**config.mk**
```make
export PLATFORM = sky130hd
export DESIGN_NAME = ps2_key_sequencer
export DESIGN_NICKNAME = d
export VERILOG_FILES = /design/src/rtl/ps2_key_sequencer.sv
export SDC_FILE = /design/constraint.sdc
export NUM_CORES = 1
export LEC_CHECK = 0
export CORE_ASPECT_RATIO = 1.5
export CORE_UTILIZATION = 45
export CTS_CLUSTER_SIZE = 12
export DETAILED_ROUTE_END_ITERATION = 12
export PLACE_DENSITY = 0.81
export SLEW_MARGIN = 20
export SYNTH_ARGS = -nofsm -noshare
export SYNTH_HDL_FRONTEND = slang
export SYNTH_SLANG_ARGS = --single-unit
```
**constraint.sdc**
```tcl
create_clock -name Clock -period 4.4 [get_ports Clock]
set_input_delay 1.1 -clock Clock [delete_from_list [all_inputs] [get_ports Clock]]
set_output_delay 1.1 -clock Clock [all_outputs]
set_load 0.03 [all_outputs]
```
**src/rtl/ps2_key_sequencer.sv**
```systemverilog
`default_nettype none
// ============================================================================
// Module   : ps2_key_sequencer
// Brief    : Round-robin arbiter that expands key events into PS/2 Set-2 bytes
//            ([E0] [F0] code), one key_action strobe per byte, gap-paced.
// Revision : 1.0
// ============================================================================
module ps2_key_sequencer #(
    parameter int NUM_REQ    = 4,
    parameter int GAP_CYCLES = 2
) (
    input  logic                   Clock,
    input  logic                   Resetn,
    input  logic [NUM_REQ-1:0]     req,
    input  logic [NUM_REQ-1:0]     req_ext,
    input  logic [NUM_REQ-1:0]     req_brk,
    input  logic [8*NUM_REQ-1:0]   req_code,
    output logic [NUM_REQ-1:0]     gnt,
    output logic                   key_action,
    output logic [7:0]             scan_code,
    output logic                   busy
);

    localparam int           c_PTR_W    = $clog2(NUM_REQ);
    localparam logic [7:0]   c_GAP_LAST = 8'(GAP_CYCLES - 1);

    typedef enum logic [2:0] {
        S_IDLE      = 3'd0,
        S_SEND_E0   = 3'd1,
        S_SEND_F0   = 3'd2,
        S_SEND_CODE = 3'd3,
        S_GAP       = 3'd4
    } state_t;

    state_t               r_state;
    state_t               w_state_nxt;
    state_t               r_prev;
    state_t               w_sent;
    state_t               w_follow;
    state_t               w_first;
    logic [c_PTR_W-1:0]   r_ptr;
    logic                 r_brk;
    logic [7:0]           r_code;
    logic [7:0]           r_gap_cnt;

    logic                 w_any;
    logic [c_PTR_W-1:0]   w_win;
    logic [NUM_REQ-1:0]   w_win_oh;
    logic                 w_grant;
    logic                 w_win_ext;
    logic                 w_win_brk;
    logic [7:0]           w_win_code;

    // Scan from the highest offset down so the lowest offset from r_ptr wins.
    always_comb begin
        int idx;
        w_any = 1'b0;
        w_win = '0;
        idx   = 0;
        for (int k = NUM_REQ - 1; k >= 0; k--) begin
            idx = (int'(r_ptr) + k) % NUM_REQ;
            if (req[idx[c_PTR_W-1:0]]) begin
                w_any = 1'b1;
                w_win = idx[c_PTR_W-1:0];
            end
        end
    end

    assign w_win_oh   = NUM_REQ'(1) << w_win;
    assign w_win_ext  = req_ext[w_win];
    assign w_win_brk  = req_brk[w_win];
    assign w_win_code = req_code[{w_win, 3'b000} +: 8];
    assign w_grant    = (r_state == S_IDLE) && w_any;

    assign w_first = w_win_ext ? S_SEND_E0 : (w_win_brk ? S_SEND_F0 : S_SEND_CODE);

    // The byte just issued decides what follows; during GAP it is held in r_prev.
    always_comb begin
        w_sent   = (r_state == S_GAP) ? r_prev : r_state;
        w_follow = S_IDLE;
        case (w_sent)
            S_SEND_E0: w_follow = r_brk ? S_SEND_F0 : S_SEND_CODE;
            S_SEND_F0: w_follow = S_SEND_CODE;
            default:   w_follow = S_IDLE;
        endcase
    end

    always_ff @(posedge Clock) begin
        if (!Resetn) begin
            r_state <= S_IDLE;
        end else begin
            r_state <= w_state_nxt;
        end
    end

    always_comb begin
        w_state_nxt = r_state;
        gnt         = '0;
        key_action  = 1'b0;
        scan_code   = 8'h00;
        busy        = (r_state != S_IDLE);
        case (r_state)
            S_IDLE: begin
                if (w_any) begin
                    gnt         = Resetn ? w_win_oh : '0;
                    w_state_nxt = w_first;
                end
            end
            S_SEND_E0, S_SEND_F0, S_SEND_CODE: begin
                key_action  = 1'b1;
                scan_code   = (r_state == S_SEND_E0) ? 8'hE0 :
                              (r_state == S_SEND_F0) ? 8'hF0 : r_code;
                w_state_nxt = (GAP_CYCLES > 0) ? S_GAP : w_follow;
            end
            S_GAP: begin
                if (r_gap_cnt == c_GAP_LAST) begin
                    w_state_nxt = w_follow;
                end
            end
            default: w_state_nxt = S_IDLE;
        endcase
    end

    always_ff @(posedge Clock) begin
        if (!Resetn) begin
            r_ptr     <= '0;
            r_brk     <= 1'b0;
            r_code    <= 8'h00;
            r_gap_cnt <= 8'h00;
            r_prev    <= S_IDLE;
        end else begin
            if (w_grant) begin
                r_brk  <= w_win_brk;
                r_code <= w_win_code;
                r_ptr  <= (w_win == c_PTR_W'(NUM_REQ - 1)) ? '0 : w_win + 1'b1;
            end
            if (r_state == S_SEND_E0 || r_state == S_SEND_F0 || r_state == S_SEND_CODE) begin
                r_prev    <= r_state;
                r_gap_cnt <= 8'h00;
            end else if (r_state == S_GAP) begin
                r_gap_cnt <= r_gap_cnt + 8'h01;
            end
        end
    end

endmodule
`default_nettype wire

```
==> flow_summary.json <==
{
  "core_area_mm2": 0.003448,
  "h-tree-depth": 1,
  "crit_slowest_cell": "clkdlybuf4s50_1",
  "drc": 0,
  "yosysUniqueCellTypes": 38,
  "diodes": 0,
  "critPathKind": "input pin to output port",
  "die_w_um": 51.30,
  "yosysWarnings": 0,
  "leakage_nw": 0.9171,
  "root_buffer": "clkbuf_8",
  "hold_viol": 0,
  "drtIter0Drc": 28,
  "power_density_mw_per_mm2": 569.4,
  "irDropWorstVdd_uv": 406.4,
  "seq_area_frac_synth_pct": 30.51,
  "fp.dieArea_mm2": 0.003896,
  "tightest_slew_ns": 0.6269,
  "fin_hold_ws_ns": 0.4576,
  "synth_top_area_cell": "dfxtp_1",
  "fin_crit_sh_pct": 95.63,
  "finClkSkew_ns": 0.004260,
  "cts-buffers-inserted": 3,
  "cts_max_path_buffers": 2,
  "synth_ff_type": "dfxtp_1",
  "cts_tree": "built",
  "setup_slack_ns": 0.1922,
  "routedWlPerCell_um": 13.46,
  "cts_setup_buffers": 0,
  "worst-path-max-fanout": 3,
  "port_buffers": 59,
  "max_cap_violations": 0,
  "fin_tns_setup_ns": 0,
  "drive_gt1_share_pct": 7.252,
  "multi_input_area_mm2": 0.001041,
  "slew_headroom_pct": 57.93,
  "worst_setup_path_end_kind": "output port",
  "worst_path_most_repeated_cell": "clkdlybuf4s50_1",
  "clk_pin_slew_ns": 0.09,
  "ctsResizeCount": 0,
  "critPathTopFamily": "buffers and inverters",
  "hold_path.class": "register to register",
  "n_fill_cell": 320,
  "fin_crit_ns": 4.208,
  "rows": 26,
  "synth_top_area_share_pct": 30.51,
  "place_hpwl_mm": 3.170,
  "synth_area_leaders": "dfxtp_1 (31%), nand2_1 (7.6%), a21boi_0 (6.9%)",
  "rsz0062_at_grt": "false",
  "pin_count": 60,
  "required_ns": 3.30,
  "path_cells": "clkdlybuf4s50_1 > nand2b_1 > a21oi_1 > a211oi_2 > inv_1 > ha_1 > and3_1 > clkdlybuf4s50_1",
  "postRouteWirelength_mm": 4.091,
  "total_power_mw": 1.316,
  "gr-total-overflow": 0,
  "setup_viol": 0,
  "syn_area_mm2": 0.001640,
  "via_per_inst": 5.355,
  "postCtsHoldBufs": 0,
  "synth_enable_flop_cells": 0,
  "start_util_pct": 47.57,
  "track_usage_pct": 21.83,
  "ant_nets": 0,
  "register_area_um2": 500.5,
  "vias": 1628,
  "postSynth.asyncResetShare_pct": 0,
  "grt_pass1_vias": 1588,
  "status": "complete, no violations",
  "start_kind": "input pin",
  "design_area_mm2": 0.002311,
  "synth-seq-cells": 25,
  "first_pass_iters": 6,
  "antenna_found_initial": 0,
  "nets": 315,
  "clkSinkCount": 25,
  "crit_buf_inv": 3,
  "final_max_slew_viol_count": 0,
  "slowest_delay_ns": 0.58,
  "grt_pass1_wl_mm": 6.706,
  "syn-num-nets": 256,
  "die_h_um": 75.95,
  "grt_start_max_net_pins": 24,
  "globalplace.congestion": 0.8443,
  "avgSynthCellArea_um2": 8.041,
  "syn2layout_area_growth_pct": 40.89,
  "max_freq_ghz": 0.2377,
  "clock_latency_ns": 0.26,
  "syn-instance-count": 204,
  "postPlaceCellArea_mm2": 0.002266,
  "post-place-ws_ns": 0.1779,
  "critPathArrivalTime_ns": 3.11
}
[layout make-up]
class | count | share of cell area [%]
inverters | 11 | 1.787
well taps | 42 | 2.274
repair buffers | 65 | 27.29
clock buffers | 4 | 1.949
multi-input cells | 157 | 45.05
flip-flops and latches | 25 | 21.66
[worst paths after layout]
check	startpoint	end	slack (ns)	cells after the start
setup / recovery	req[1]	gnt[0]	0.19	8
hold / removal	r_code[2]	r_code[2]	0.46	2
setup reg to reg	r_ptr[0]	r_state[0]	2.57	7
hold reg to reg	r_code[2]	r_code[2]	0.46	2
[state kept, by name, indices dropped and copies added (netlist names)]
signal and flops:
r_state 3, r_gap_cnt 8, r_prev 3, r_brk 1
r_ptr 2, r_code 8
[Yosys cell counts, drive strengths merged, types with 3 or more instances]
library cell,n
clkbuf,4
nand2,33
o21ai,3
and2,3
inv,11
buf,7
o21a,5
a211oi,13
nand2b,4
a311o,9
nor2,15
nand3,3
nand4,3
and3,9
ha,6
a21oi,4
xor2,6
dfxtp,25
a21boi,24
[where the power goes]
part | internal [mW] | total [mW] | switching, mW
clock | 0.0646 | 0.134 | 0.0690
combinational | 0.348 | 0.810 | 0.462
sequential | 0.302 | 0.373 | 0.0704
[stage by stage]
| step | instances | util, % |
|---|---|---|
| after floorplan | 204 | - |
| after global placement | 300 | 65.71 |
| after detailed placement | 300 | 65.71 |
| after CTS | 304 | 67.02 |
| after global routing | 304 | 67.02 |
| final | 304 | 67.02 |
[worst min-delay path, delay by kind of cell, from the launching register on]
family	cells	cell delay [ns]
simple gates	1	0.05
flops	1	0.32
compound gates	1	0.05
[cell families after synthesis]
group	share of synthesized area [%]
simple gates	22.58
compound gates	32.04
flops	30.51
buf+inv	6.026
xor+xnor	4.272
fa+ha+maj	4.577
[cell usage in the layout, fill, tap and decap left out, types with 8 or more instances in the layout]
cell type and instances:
dfxtp_1 25, a21boi_1 9, clkdlybuf4s50_1 57, buf_4 8
a21boi_0 15, a311o_1 9, inv_1 10, and3_1 9
nor2_1 15, a211oi_1 10, nand2_1 33
[routing by layer]
metal	wire length, um	track usage (%)	up-vias
li1	-	-	840
met1	1769	25.62	741
met2	2137	38.68	39
met3	86	1.807	8
met4	97	9.730	0
met5	0	0	-
Power figures use the tool's default switching activity.
